**src/rtl/uart_pkg.sv**
```systemverilog
`default_nettype none
// ============================================================================
//  Module      : uart_pkg
//  Description : Shared UART types and constants: receiver FSM state
//                encoding, default frame geometry, and frame bit levels
//                common to the transmitter and receiver.
//  Revision    : 1.0 - initial release
// ============================================================================
package uart_pkg;

    // Receiver FSM states; PARITY is only reachable when parity is built in
    typedef enum logic [2:0] {
        S_IDLE       = 3'd0,
        S_START      = 3'd1,
        S_DATA       = 3'd2,
        S_PARITY     = 3'd3,
        S_STOP       = 3'd4,
        S_BREAK_WAIT = 3'd5
    } rx_state_t;

    localparam int DEFAULT_DATA_BITS  = 8;
    localparam int DEFAULT_OVERSAMPLE = 16;

    // Line levels of the framing bits
    localparam logic START_BIT = 1'b0;
    localparam logic STOP_BIT  = 1'b1;

    // Counter width able to hold 0..n-1, never narrower than one bit
    function automatic int cnt_width(input int n);
        return (n <= 2) ? 1 : $clog2(n);
    endfunction

endpackage : uart_pkg
`default_nettype wire

```
**src/rtl/sipo_reg.sv**
```systemverilog
`default_nettype none
// ============================================================================
//  Module      : sipo_reg
//  Description : Serial-in / parallel-out shift register. Shifts right with
//                the serial bit entering the MSB, so an LSB-first stream
//                ends up in natural bit order after WIDTH shifts.
//  Revision    : 1.0 - initial release
// ============================================================================
module sipo_reg
    import uart_pkg::*;
#(
    parameter int WIDTH = DEFAULT_DATA_BITS
) (
    input  logic             clk,
    input  logic             rst,
    input  logic             shift_en,
    input  logic             serial_in,
    output logic [WIDTH-1:0] parallel_out
);

    logic [WIDTH-1:0] r_data;

    generate
        if (WIDTH == 1) begin : g_single
            // Single-bit register: the shift degenerates to a load
            always_ff @(posedge clk) begin
                if (rst) begin
                    r_data <= '0;
                end else if (shift_en) begin
                    r_data <= serial_in;
                end
            end
        end else begin : g_multi
            // Right shift, new bit into the MSB
            always_ff @(posedge clk) begin
                if (rst) begin
                    r_data <= '0;
                end else if (shift_en) begin
                    r_data <= {serial_in, r_data[WIDTH-1:1]};
                end
            end
        end
    endgenerate

    assign parallel_out = r_data;

endmodule : sipo_reg
`default_nettype wire

```
**src/rtl/uart_rx.sv**
```systemverilog
`default_nettype none
// ============================================================================
//  Module      : uart_rx
//  Description : UART receiver. Recovers start/data/stop frames from an
//                asynchronous line using an oversampling tick, samples each
//                bit at its centre, and presents bytes through a valid/ready
//                holding register with frame and overrun error pulses.
//                Define UART_RX_PARITY_EN to add an even-parity bit after
//                the data bits and drive parity_err.
//  Revision    : 1.0 - initial release
// ============================================================================
module uart_rx
    import uart_pkg::*;
#(
    parameter int DATA_BITS  = DEFAULT_DATA_BITS,
    parameter int OVERSAMPLE = DEFAULT_OVERSAMPLE
) (
    input  logic                 clk,
    input  logic                 rst,
    input  logic                 baud_tick_16x,
    input  logic                 rxd,
    input  logic                 rx_ready,
    output logic [DATA_BITS-1:0] rx_data,
    output logic                 rx_valid,
    output logic                 rx_busy,
    output logic                 frame_err,
    output logic                 overrun_err,
    output logic                 parity_err
);

    localparam int TICK_W = cnt_width(OVERSAMPLE);
    localparam int BIT_W  = cnt_width(DATA_BITS);

    localparam logic [TICK_W-1:0] c_TICK_MID  = TICK_W'(OVERSAMPLE / 2 - 1);
    localparam logic [TICK_W-1:0] c_TICK_LAST = TICK_W'(OVERSAMPLE - 1);
    localparam logic [TICK_W-1:0] c_TICK_ONE  = TICK_W'(1);
    localparam logic [BIT_W-1:0]  c_BIT_LAST  = BIT_W'(DATA_BITS - 1);
    localparam logic [BIT_W-1:0]  c_BIT_ONE   = BIT_W'(1);

    // Synchronizer
    logic r_rxd_meta;
    logic r_rxd_s;

    // FSM state and counters
    rx_state_t         r_state;
    rx_state_t         w_state_nxt;
    logic [TICK_W-1:0] r_tick_cnt;
    logic [TICK_W-1:0] w_tick_nxt;
    logic [BIT_W-1:0]  r_bit_cnt;
    logic [BIT_W-1:0]  w_bit_nxt;

    // Per-cycle strobes from the FSM
    logic w_shift_en;
    logic w_complete;
    logic w_accept;

    logic [DATA_BITS-1:0] w_shift_q;

`ifdef UART_RX_PARITY_EN
    logic r_parity_bit;
    logic w_parity_nxt;
`endif

    // Two-flop synchronizer; idles high so reset never looks like a start bit
    always_ff @(posedge clk) begin
        if (rst) begin
            r_rxd_meta <= 1'b1;
            r_rxd_s    <= 1'b1;
        end else begin
            r_rxd_meta <= rxd;
            r_rxd_s    <= r_rxd_meta;
        end
    end

    // Data shift register, loaded one bit per data-bit centre sample
    sipo_reg #(
        .WIDTH (DATA_BITS)
    ) u_sipo (
        .clk          (clk),
        .rst          (rst),
        .shift_en     (w_shift_en),
        .serial_in    (r_rxd_s),
        .parallel_out (w_shift_q)
    );

    // FSM state and counter registers
    always_ff @(posedge clk) begin
        if (rst) begin
            r_state    <= S_IDLE;
            r_tick_cnt <= '0;
            r_bit_cnt  <= '0;
`ifdef UART_RX_PARITY_EN
            r_parity_bit <= 1'b0;
`endif
        end else begin
            r_state    <= w_state_nxt;
            r_tick_cnt <= w_tick_nxt;
            r_bit_cnt  <= w_bit_nxt;
`ifdef UART_RX_PARITY_EN
            r_parity_bit <= w_parity_nxt;
`endif
        end
    end

    // Next-state logic: bit-centre sampling driven by the oversampling tick
    always_comb begin
        w_state_nxt = r_state;
        w_tick_nxt  = r_tick_cnt;
        w_bit_nxt   = r_bit_cnt;
        w_shift_en  = 1'b0;
        w_complete  = 1'b0;
`ifdef UART_RX_PARITY_EN
        w_parity_nxt = r_parity_bit;
`endif
        case (r_state)
            S_IDLE: begin
                // Start edge is watched every clock for best phase accuracy
                if (r_rxd_s == START_BIT) begin
                    w_state_nxt = S_START;
                    w_tick_nxt  = '0;
                end
            end
            S_START: begin
                if (baud_tick_16x) begin
                    if (r_tick_cnt == c_TICK_MID) begin
                        if (r_rxd_s == START_BIT) begin
                            w_state_nxt = S_DATA;
                            w_tick_nxt  = '0;
                            w_bit_nxt   = '0;
                        end else begin
                            // Line went back high before mid-bit: glitch
                            w_state_nxt = S_IDLE;
                        end
                    end else begin
                        w_tick_nxt = r_tick_cnt + c_TICK_ONE;
                    end
                end
            end
            S_DATA: begin
                if (baud_tick_16x) begin
                    if (r_tick_cnt == c_TICK_LAST) begin
                        w_tick_nxt = '0;
                        w_shift_en = 1'b1;
                        if (r_bit_cnt == c_BIT_LAST) begin
                            w_bit_nxt = '0;
`ifdef UART_RX_PARITY_EN
                            w_state_nxt = S_PARITY;
`else
                            w_state_nxt = S_STOP;
`endif
                        end else begin
                            w_bit_nxt = r_bit_cnt + c_BIT_ONE;
                        end
                    end else begin
                        w_tick_nxt = r_tick_cnt + c_TICK_ONE;
                    end
                end
            end
`ifdef UART_RX_PARITY_EN
            S_PARITY: begin
                if (baud_tick_16x) begin
                    if (r_tick_cnt == c_TICK_LAST) begin
                        w_tick_nxt   = '0;
                        w_parity_nxt = r_rxd_s;
                        w_state_nxt  = S_STOP;
                    end else begin
                        w_tick_nxt = r_tick_cnt + c_TICK_ONE;
                    end
                end
            end
`endif
            S_STOP: begin
                if (baud_tick_16x) begin
                    if (r_tick_cnt == c_TICK_LAST) begin
                        w_tick_nxt = '0;
                        w_complete = 1'b1;
                        // A low stop bit may be a break: wait for idle
                        w_state_nxt = (r_rxd_s == STOP_BIT) ? S_IDLE : S_BREAK_WAIT;
                    end else begin
                        w_tick_nxt = r_tick_cnt + c_TICK_ONE;
                    end
                end
            end
            S_BREAK_WAIT: begin
                if (r_rxd_s == STOP_BIT) begin
                    w_state_nxt = S_IDLE;
                end
            end
            default: begin
                w_state_nxt = S_IDLE;
            end
        endcase
    end

    assign w_accept = rx_valid && rx_ready;
    assign rx_busy  = (r_state == S_START) || (r_state == S_DATA) ||
                      (r_state == S_PARITY) || (r_state == S_STOP);

    // Holding register, handshake and error pulses
    always_ff @(posedge clk) begin
        if (rst) begin
            rx_data     <= '0;
            rx_valid    <= 1'b0;
            frame_err   <= 1'b0;
            overrun_err <= 1'b0;
        end else begin
            frame_err   <= 1'b0;
            overrun_err <= 1'b0;
            if (w_complete) begin
                // A byte accepted this same cycle frees the slot for the new one
                if (!rx_valid || w_accept) begin
                    rx_data  <= w_shift_q;
                    rx_valid <= 1'b1;
                end else begin
                    overrun_err <= 1'b1;
                end
                frame_err <= (r_rxd_s != STOP_BIT);
            end else if (w_accept) begin
                rx_valid <= 1'b0;
            end
        end
    end

`ifdef UART_RX_PARITY_EN
    // Even parity: data bits plus parity bit must XOR to zero
    always_ff @(posedge clk) begin
        if (rst) begin
            parity_err <= 1'b0;
        end else begin
            parity_err <= w_complete && (^{w_shift_q, r_parity_bit});
        end
    end
`else
    assign parity_err = 1'b0;
`endif

endmodule : uart_rx
`default_nettype wire

```
**config.mk**
```make
export PLATFORM = sky130hd
export DESIGN_NAME = uart_rx
export DESIGN_NICKNAME = d
export VERILOG_FILES = /design/src/rtl/uart_pkg.sv /design/src/rtl/sipo_reg.sv /design/src/rtl/uart_rx.sv
export SDC_FILE = /design/constraint.sdc
export NUM_CORES = 1
export LEC_CHECK = 0
export ABC_CLOCK_PERIOD_IN_PS = 4900
export BUFFER_PORTS_ARGS = -buffer_cell sky130_fd_sc_hd__buf_2
export CAP_MARGIN = 15
export CELL_PAD_IN_SITES_DETAIL_PLACEMENT = 1
export CELL_PAD_IN_SITES_GLOBAL_PLACEMENT = 2
export CORE_AREA = 4 4 101 55
export CTS_BUF_LIST = sky130_fd_sc_hd__clkbuf_4
export CTS_CLUSTER_SIZE = 20
export DETAILED_ROUTE_END_ITERATION = 8
export DIE_AREA = 0 0 105 59
export GPL_ROUTABILITY_DRIVEN = 0
export GPL_TIMING_DRIVEN = 1
export MAX_ROUTING_LAYER = met4
export PLACE_DENSITY = 0.73
export SLEW_MARGIN = 20
export SYNTH_ARGS = -nofsm -noshare
export SYNTH_HDL_FRONTEND = slang
export SYNTH_SLANG_ARGS = --single-unit
```
**constraint.sdc**
```tcl
create_clock -name clk -period 4.9 [get_ports clk]
set_clock_uncertainty 0.2 [all_clocks]
set_input_delay 0.245 -clock clk [delete_from_list [all_inputs] [get_ports clk]]
set_output_delay 0.245 -clock clk [all_outputs]
set_load 0.01 [all_outputs]
```
; After elaboration in Yosys (flattened, before gate mapping)
; Index checks and enable logic that the tools add are counted.
[classes]
n_eq_ne = 20
n_bitwise = 2
n_addsub = 2
n_reduce_logical = 17
mux = 33
[ops]
columns = op, count
row1 = $mux 3, 16
row2 = $mux 4, 5
row3 = $ne 2x2->1 const B, 10
row4 = $pmux 3 s5, 1
row5 = $pmux 4 s3, 1
row6 = $eq 3x3->1 const B, 3
row7 = $reduce_and 9->1, 1
row8 = $mux 1, 8
row9 = $eq 3x2->1 const B, 2
row10 = $pmux 3 s2, 1
row11 = $reduce_and 6->1, 1
row12 = $add 4x1->4 const B, 1
row13 = $eq 4x3->1 const B, 1
row14 = $eq 4x4->1 const B, 1
row15 = $logic_or 1x1->1, 4
row16 = $ne 2x1->1 const B, 2
row17 = $reduce_and 2->1, 2
row18 = $reduce_bool 2->1, 2
row19 = $reduce_or 2->1, 2
row20 = $add 3x1->3 const B, 1
row21 = $eq 3x1->1 const B, 1
row22 = $logic_not 3->1, 1
row23 = $reduce_and 3->1, 1
row24 = $reduce_bool 3->1, 1
row25 = other kinds (4), 5
[word_totals]
reg_bits = 31
out_inout_bits = 13
in_bits = 5

; Depth between registers and ports, before layout
; Gate-level depths: netlist of run 1.
[logic_depth]
word_depth = 6
mapped_depth = 7

; Cells and area by module
; From an unflattened synthesis of run 1, not the netlist that was laid out.
[hier_totals]
hier_cells = 156
area_unflattened_um2 = 1471.4
[by_module_without_submodules]
columns = mod, seq_area_each_um2, cells_each, area_each_um2, instances
row1 = uart_rx, 460.4, 130, 1186.1, 1
row2 = sipo_reg, 160.2, 26, 285.3, 1

; Worst setup path after synthesis of run 1
; No wires, ideal clock.
[synth_path]
path_type = flip-flop to flip-flop
start = register r_rxd_s
end = register r_state[1]
slack_ns = 2.984
stages_incl_launch_ff = 7
required_ns = 4.629
n_path_buf = 1
period_less_slack_ns = 1.916
setup_time_ns = 0.071
arrival_time_ns = 1.646
path_cell_list = dfxtp_1 buf_2 or2_1 a32o_1 a211o_1 or4_1 a21oi_1
[synth_via]
elab_chain_len = 4
word_cells_on_any_way = 7
cone_classes = 2 x eq/ne / 4 x mux / 1 x reduce/logical
[synth_lines]
columns = element, line_no
row1 = "start, declared", uart_rx.sv:42  ; logic r_rxd_s;
row2 = "start signal, assigned", uart_rx.sv:71  ; r_rxd_s <= r_rxd_meta;
row3 = $mux 2, uart_rx.sv:126  ; if (r_rxd_s == START_BIT) begin
row4 = $mux 3, uart_rx.sv:125  ; if (r_tick_cnt == c_TICK_MID) begin
row5 = $mux 3, uart_rx.sv:124  ; if (baud_tick_16x) begin
row6 = $pmux 3 s5, uart_rx.sv:115  ; case (r_state)
row7 = "end signal, assigned", uart_rx.sv:96  ; r_state <= w_state_nxt;
row8 = "end, declared", uart_rx.sv:45  ; rx_state_t r_state;
; Parallel ways exist; a longest one is shown, timed or not. The select of a mux whose other input is x is not followed.
; A chain may end at the register's enable or synchronous reset.

; Worst setup path after layout of run 1
[layout_path]
start = register r_state[2]
end = register rx_data[0]
[layout_via]
elab_chain_len = 3
[layout_lines]
columns = element, line_no
row1 = $eq 3x3->1, uart_rx.sv:115
row2 = $mux 1, uart_rx.sv:115
row3 = $reduce_and 2->1 (no line), -
row4 = "end signal, assigned", uart_rx.sv:212  ; rx_data <= w_shift_q;
row5 = "end, declared", uart_rx.sv:23  ; output logic [DATA_BITS-1:0] rx_data,
; No other way between the ends.

==> results of run 1 <==
## repair_timing
action                                 in CTS  in global routing
hold buffers                                2                  0
resized for setup                           0                  0
endpoints found under the hold margin       2                  0
## state kept, by name (all words and copies together) (netlist names)
register / flops
rx_valid: 1
r_state: 3
r_rxd_s: 1
r_bit_cnt: 3
rx_data: 8
r_rxd_meta: 1
overrun_err: 1
u_sipo.parallel_out: 8
r_tick_cnt: 4
frame_err: 1
## routing by layer
metal,wire (um),global-route usage (%),share of wire [%]
met1,2020,18.1,57
met3,110,3.59,3.1
met5,0,-,0
met4,74,6.73,2.1
met2,1360,17.8,38
## area by class of cell
class,instances,area [um^2]
fill,578,3080
inverter,3,11.3
clock inverter,3,38.8
clock buffer,5,37.5
timing repair buffer,18,100
sequential,31,621
multi-input combinational,119,764
tap,60,75.1
## worst max path at each step
stage	slack (ns)	cells after the start	end
floorplan	2.98	6	r_state[1]
global placement	2.28	5	rx_data[4]
detailed placement	2.10	5	rx_data[0]
CTS	2.08	5	rx_data[0]
global route	1.89	5	rx_data[6]
finish	2.10	5	rx_data[0]
## worst max-delay path: cells and delay by family, from the launching register on
family	cells	cell delay, ns
DFF	1	0.61
and+or+nand+nor	4	1.58
muxes	1	0.29
## power by group through the flow
stage	registers (mW)	logic (mW)	clock network [mW]
2_1_floorplan	0.262	0.0285	0
3_3_place_gp	0.266	0.0319	0
3_5_place_dp	0.266	0.0319	0
4_1_cts	0.260	0.0333	0.210
5_1_grt	0.262	0.0371	0.223
6_report	0.260	0.0333	0.207
## stage by stage
| stage | util [%] | setup WS [ns] |
|---|---|---|
| 4_1_cts | 34.8 | 2.08 |
| 3_3_place_gp | 32.8 | 2.28 |
| 3_5_place_dp | 32.8 | 2.10 |
| 2_1_floorplan | - | 2.98 |
| 6_report | 34.8 | 2.10 |
| 5_1_grt | 34.8 | 1.89 |
## logic make-up (layout without fill, tap and decap cells)
group / after synthesis / count (layout) / synth area share [%]
AO/OA/AOI/OAI: 22 / 22 / 9.86
XOR/XNOR: 3 / 3 / 1.80
adder cells (fa/ha/maj): 3 / 3 / 2.57
buffers and inverters: 15 / 29 / 5.14
flip-flops: 31 / 31 / 42.5
multiplexers: 20 / 20 / 13.7
other: 1 / 1 / 0.257
AND/OR/NAND/NOR: 70 / 70 / 24.2
## Yosys cell counts (4+ instances only)
cell	number	area, um^2
sky130_fd_sc_hd__dfxtp_1	31	621
sky130_fd_sc_hd__nor2_1	26	97.6
sky130_fd_sc_hd__mux2i_1	20	200
sky130_fd_sc_hd__nand2_1	10	37.5
sky130_fd_sc_hd__a21oi_1	8	40.0
sky130_fd_sc_hd__buf_2	6	30.0
sky130_fd_sc_hd__nor2b_1	5	31.3
sky130_fd_sc_hd__nor3_1	5	25.0
sky130_fd_sc_hd__clkbuf_1	4	15.0
sky130_fd_sc_hd__nand2b_1	4	25.0
sky130_fd_sc_hd__nand3_1	4	20.0
==> impl_results.md, run 1 <==
* Total of flip-flops plus latches after synthesis at 31
* Sequential group share of total power at between 50% and 60%
* Number of warnings reported in the yosys synthesis log at 0
* Total power consumption of the routed design at 0.500 mW
* Launch point of the worst path: r_state[2]
* Number of levels in the clock H-tree at 2
* Pins Over Slew Limit at 0
* Power density over the cells at around 300 mW/mm^2
* Total internal power at between 0.3 and 0.4 mW
* Number of distinct standard cells referenced by the synthesized netlist at 41
* Status: completed
* Combinational share of power at between 6 and 7%
* Mapped cell area at between 0.001 and 0.0015 mm^2
* Antenna violations before repair at 0
* Number of global-route vias before repair at 1177
* Avg Cell Area, Syn at around 8.8 um^2
* Maximum number of pins on one net before global-route repair at 33
* Port Buffer Count at 16
* Syn Inst Count at 165
* VDD IR-drop max at between 0.0001 and 0.00015 V
* Worst hold slack across all endpoints at around 0.074 ns
* Number of buffers added for setup after CTS at 0
* Fin. Hold Viols at 0
* Num CTS Buffers at 5
* Fmax at approximately 360 MHz
* RSZ-0062 raised after global routing: no
* Total non-filler cell area in the finished layout at between 0.0015 and 0.002 mm^2
* Worst Reg-to-Reg Cells at 5
* Worst endpoint required time at ~4.9 ns
* Die Width at 105 um
* Placed Instances at 229
* Global Route Usage Sum at a little over an eighth
* CTS tree: built
* Dominant register cell in the synthesized netlist: sky130_fd_sc_hd__dfxtp_1
* Worst min-delay path endpoint: r_tick_cnt[2]
* Worst min-delay path class: input pin to flip-flop
* Global-route wire length before repair at 6020 um
* Library cell used as clock root buffer: sky130_fd_sc_hd__clkbuf_4
* FF-to-FF setup slack at ~2.1 ns
* Max-cap viol count at 0
* Die boundary height at between 50 and 60 um
* Worst Max-Slew Pin Slew at 0.998 ns
* Crit path kind: flip-flop to flip-flop
* Die Footprint at between 0.006 and 0.007 mm^2
* Iteration-0 DRC count of the detailed router at 66
* Remaining DRCs at 0
* Critical Path, Cell by Cell: or3b_1 -> or2_1 -> nor2b_1 -> mux2i_1 -> nor2_1
* Biggest fanout along the worst timing path at 14
* Longest individual stage delay on the worst path at 0.79 ns
* Net count of the mapped netlist at between 150 and 200
* Number of placement rows at 18
* Clk network pwr share at 41.3%
* Total of endpoints with negative setup slack in the final report at 0
* Non-filler instance count after layout at 239
* Total number of clock tree sinks at 31
* HPWL Detailed at about 2500 um
* CP Capture Type: flip-flop
* Drt first pass iters at 4
* Hold Path Cell Cnt at 3
* Net count, final at approximately 190
* Worst Path Arrival at roughly 2.8 ns
* Clock Tree Buf Depth at 2
* Most frequent cells in the layout: 31 x sky130_fd_sc_hd__dfxtp_1, 26 x sky130_fd_sc_hd__nor2_1, 20 x sky130_fd_sc_hd__mux2i_1
* Share of the yosys chip area belonging to registers at 42.5%
* Reported leakage power at 0.602 nW
* Worst-path clk slew at 0.11 ns
* Most frequent standard cell in the layout excluding fill and tap cells: sky130_fd_sc_hd__dfxtp_1
* Total length of routed wires at between 3000 and 4000 um
* Relative slew slack at between 30% and 40%
* Number of vias after detailed routing at about 1200
* Worst-path cell with the longest stage delay: sky130_fd_sc_hd__nor2b_1
* Net switching power of the design at 0.127 mW
* Hold path startpoint: baud_tick_16x
* Final TNS setup at 0 ns
* Type of element launching the critical path: flip-flop
* Count of flip-flops with a built-in enable after synthesis at 0
* Placeable core region at 0.00473 mm^2
* Relative area change from synthesis to final layout at 12.9%
* Clock insertion delay at the later pin of the skew report at between 0.3 and 0.4 ns
* Proportion of total power due to net switching at between 20% and 30%
* Crit path time final at 2.80 ns
* Synth async-reset ratio at 0%
* Antenna diodes at 0
* Share of post-route cells with drive strength above 1 at between 10% and 20%
* WL/cell at ~15 um
* Final global-route overflow total at 0
* Average via count per standard cell at around 5.0
* FF-to-FF Start: r_state[2]
* Starting density of the core at between 30% and 40%
* Standard cell area after detailed placement at 0.00155 mm^2
* Number of ports placed on the die boundary at 18
* Capture point of the worst reg-to-reg path: rx_data[0]
* Post-DRT Antenna Nets at 0
* Final clock period utilization by the worst path at a little under three fifths
No activity file was read; power rests on OpenSTA's default activity.
==> run 2, diff against run 1 <==
--- a/config.mk
+++ b/config.mk
@@ -5,7 +5,7 @@
 export SDC_FILE = /design/constraint.sdc
 export NUM_CORES = 1
 export LEC_CHECK = 0
-export ABC_CLOCK_PERIOD_IN_PS = 4900
+export ABC_CLOCK_PERIOD_IN_PS = 2700
 export BUFFER_PORTS_ARGS = -buffer_cell sky130_fd_sc_hd__buf_2
 export CAP_MARGIN = 15
 export CELL_PAD_IN_SITES_DETAIL_PLACEMENT = 1
==> constraint.sdc (replaced) <==
create_clock -name clk -period 2.7 [get_ports clk]
set_clock_uncertainty 0.2 [all_clocks]
set_input_delay 0.135 -clock clk [delete_from_list [all_inputs] [get_ports clk]]
set_output_delay 0.135 -clock clk [all_outputs]
set_load 0.01 [all_outputs]
==> run 2 against run 1 <==
Net effect:
- fmax up 21%
- design area up 1.5%
- critical path depth up 1
- combinational power up 89%
- sequential share of layout area down 0.56 points
- register-to-register slack worse by 1.7 ns
- clock power up 71%
- clock-buffer cell count unchanged
- sequential power up 81%
- die area unchanged
- utilization up 0.53 points
- largest cell class unchanged
==> impl_results.md, run 2 (same netlist as run 1, synthesis figures left out) <==
* Status: completed
* FF-to-FF Start: r_state[2]
* Longest individual stage delay on the worst path at 0.63 ns (-0.16 ns)
* Worst min-delay path endpoint: rx_data[3]
* RSZ-0062 raised after global routing: no
* Met2 global-route usage at 19.1% (+1.3 points)
* Antenna violations before repair at 0 (unchanged)
* FF-to-FF setup slack at 0.40 ns (-1.71 ns)
* Placeable core region at 0.00473 mm^2 (unchanged)
* Net count, final at 189 (+1.6%)
* Worst Reg-to-Reg Cells at 6 (+1)
* Die boundary height at 59 um (unchanged)
* Iteration-0 DRC count of the detailed router at 61 (-7.6%)
* HPWL Detailed at 2530 um (+2.2%)
* CTS tree: built
* Worst Max-Slew Pin Slew at 0.583 ns (-0.416 ns)
* Largest delay share family, worst path: simple AND/OR/NAND/NOR gates
* Total of endpoints with negative setup slack in the final report at 0 (unchanged)
* Number of levels in the clock H-tree at 2 (unchanged)
* Relative area change from synthesis to final layout at 14.6%
* Met1 Resource Use GR at 16.9% (-1.2 points)
* Layout fillers at 566 (-2.1%)
* Max-cap viol count at 0 (unchanged)
* Final global-route overflow total at 0 (unchanged)
* Post-DRT Antenna Nets at 0 (unchanged)
* Reported leakage power at 0.616 nW (+2.3%)
* Final clock period utilization by the worst path at 85.3% (+28 points)
* Hold Path Cell Cnt at 2 (-1)
* Number of placement rows at 18 (unchanged)
* Worst endpoint required time at 2.70 ns (-2.23 ns)
* Biggest fanout along the worst timing path at 14 (unchanged)
* Final critical-path setup slack at 0.396 ns (-1.71 ns)
* Crit path time final at 2.30 ns (-0.493 ns)
* Worst Path Arrival at 2.30 ns (-0.52 ns)
* Most frequent standard cell in the layout excluding fill and tap cells: sky130_fd_sc_hd__dfxtp_1
* Crit path kind: flip-flop to flip-flop
* Hold path startpoint: rst
* Starting density of the core at 30.9% (unchanged)
* Global-route wire length before repair at 5940 um (-1.3%)
* VDD IR-drop max at 0.000220 V (+76%)
* Antenna diodes at 0 (unchanged)
* Maximum number of pins on one net before global-route repair at 33 (unchanged)
* Drt first pass iters at 4 (unchanged)
* Worst slack, placed at 0.408 ns (-1.69 ns)
* Top Usage Layer GRT: met2
* Final TNS setup at 0 ns (unchanged)
* Fmax at 434 MHz (+21%)
* CP Capture Type: flip-flop
* Die Width at 105 um (unchanged)
* Number of ports placed on the die boundary at 18 (unchanged)
* Total length of routed wires at 3510 um (-1.7%)
* Number of buffers added for setup after CTS at 0 (unchanged)
* Library cell used as clock root buffer: sky130_fd_sc_hd__clkbuf_4
* Worst-path cell with the longest stage delay: sky130_fd_sc_hd__dfxtp_1
* Capture point of the worst reg-to-reg path: rx_data[1]
* Buf+Inv Stages, Crit Path at 1 (+1)
* Number of vias after detailed routing at 1214 (+1.0%)
* Most frequent cells in the layout: 31 x sky130_fd_sc_hd__dfxtp_1, 26 x sky130_fd_sc_hd__nor2_1, 20 x sky130_fd_sc_hd__mux2i_1
* Critical Path, Cell by Cell: or3b_1 -> or2_1 -> nor2b_1 -> buf_4 -> mux2i_1 -> nor2_1
* Type of element launching the critical path: flip-flop
* Remaining DRCs at 0 (unchanged)
* Average via count per standard cell at 5.02 (-0.25%)
* Die Footprint at 0.00620 mm^2 (unchanged)
* Num CTS Buffers at 5 (unchanged)
* Global-route track usage on met3 at 4.03% (+0.44 points)
* Port Buffer Count at 16 (unchanged)
* Global Route Usage Sum at 12.8% (-0.36 points)
* Relative slew slack at 60.7% (+27 points)
* Power density over the cells at 531 mW/mm^2 (+75%)
* Worst-path clk slew at 0.10 ns (about the same)
* Fin. Hold Viols at 0 (unchanged)
* Number of global-route vias before repair at 1209 (+2.7%)
* WL/cell at 14.5 um (-2.9%)
* Pins Over Slew Limit at 0 (unchanged)
* Worst min-delay path class: input pin to flip-flop
* Clock insertion delay at the later pin of the skew report at 0.32 ns (-0.03 ns)
* Clock Tree Buf Depth at 2 (unchanged)
* Total number of clock tree sinks at 31 (unchanged)
* Share of post-route cells with drive strength above 1 at 15.4% (+0.86 points)
-- run 2: worst max-delay path by stage --
stage / startpoint / end / depth (start not counted)
2_1_floorplan: r_rxd_s / r_state[1] / 6
3_3_place_gp: r_state[2] / rx_data[4] / 6
3_5_place_dp: r_state[2] / rx_data[2] / 6
4_1_cts: r_state[2] / rx_data[1] / 6
5_1_grt: r_state[2] / r_tick_cnt[1] / 5
6_report: r_state[2] / rx_data[1] / 6
-- run 2: report_power, final --
| part | internal (mW) | leakage, nW | switching, mW |
|---|---|---|---|
| registers | 0.462 | 0.250 | 0.00897 |
| clock network | 0.190 | 0.0426 | 0.164 |
| logic | 0.0261 | 0.323 | 0.0369 |
-- run 2: metal layers --
layer / share of wire [%] / up-vias
li1: - / 597
met1: 52 / 596
met2: 43 / 19
met3: 3.7 / 2
met4: 0.77 / 0
met5: 0 / -
-- run 2: cell type report --
cell class,instances,area (um^2),share of cell area [%]
Clock buffer,5,37.5,2.24
Clock inverter,3,38.8,2.32
Inverter,3,11.3,0.673
Multi-Input combinational cell,119,764,45.7
Sequential cell,31,621,37.1
Tap cell,60,75.1,4.49
Timing Repair Buffer,21,125,7.48
-- run 2: timing repair --
action	in CTS	in global routing
hold buffers	3	0
endpoints found under the hold margin	4	0
gates resized for setup	0	0
-- run 2: through the flow --
| stage | utilization (%) | instances | power (mW) | instance area [um^2] | hold WS, ns |
|---|---|---|---|---|---|
| after floorplan | - | 165 | 0.527 | 1460 | 0.0388 |
| after global placement | 33.1 | 231 | 0.539 | 1570 | 0.117 |
| after detailed placement | 33.1 | 231 | 0.540 | 1570 | 0.126 |
| after CTS | 35.4 | 242 | 0.900 | 1670 | 0.0843 |
| after global routing | 35.4 | 242 | 0.936 | 1670 | 0.0991 |
| final | 35.4 | 242 | 0.889 | 1670 | 0.0851 |
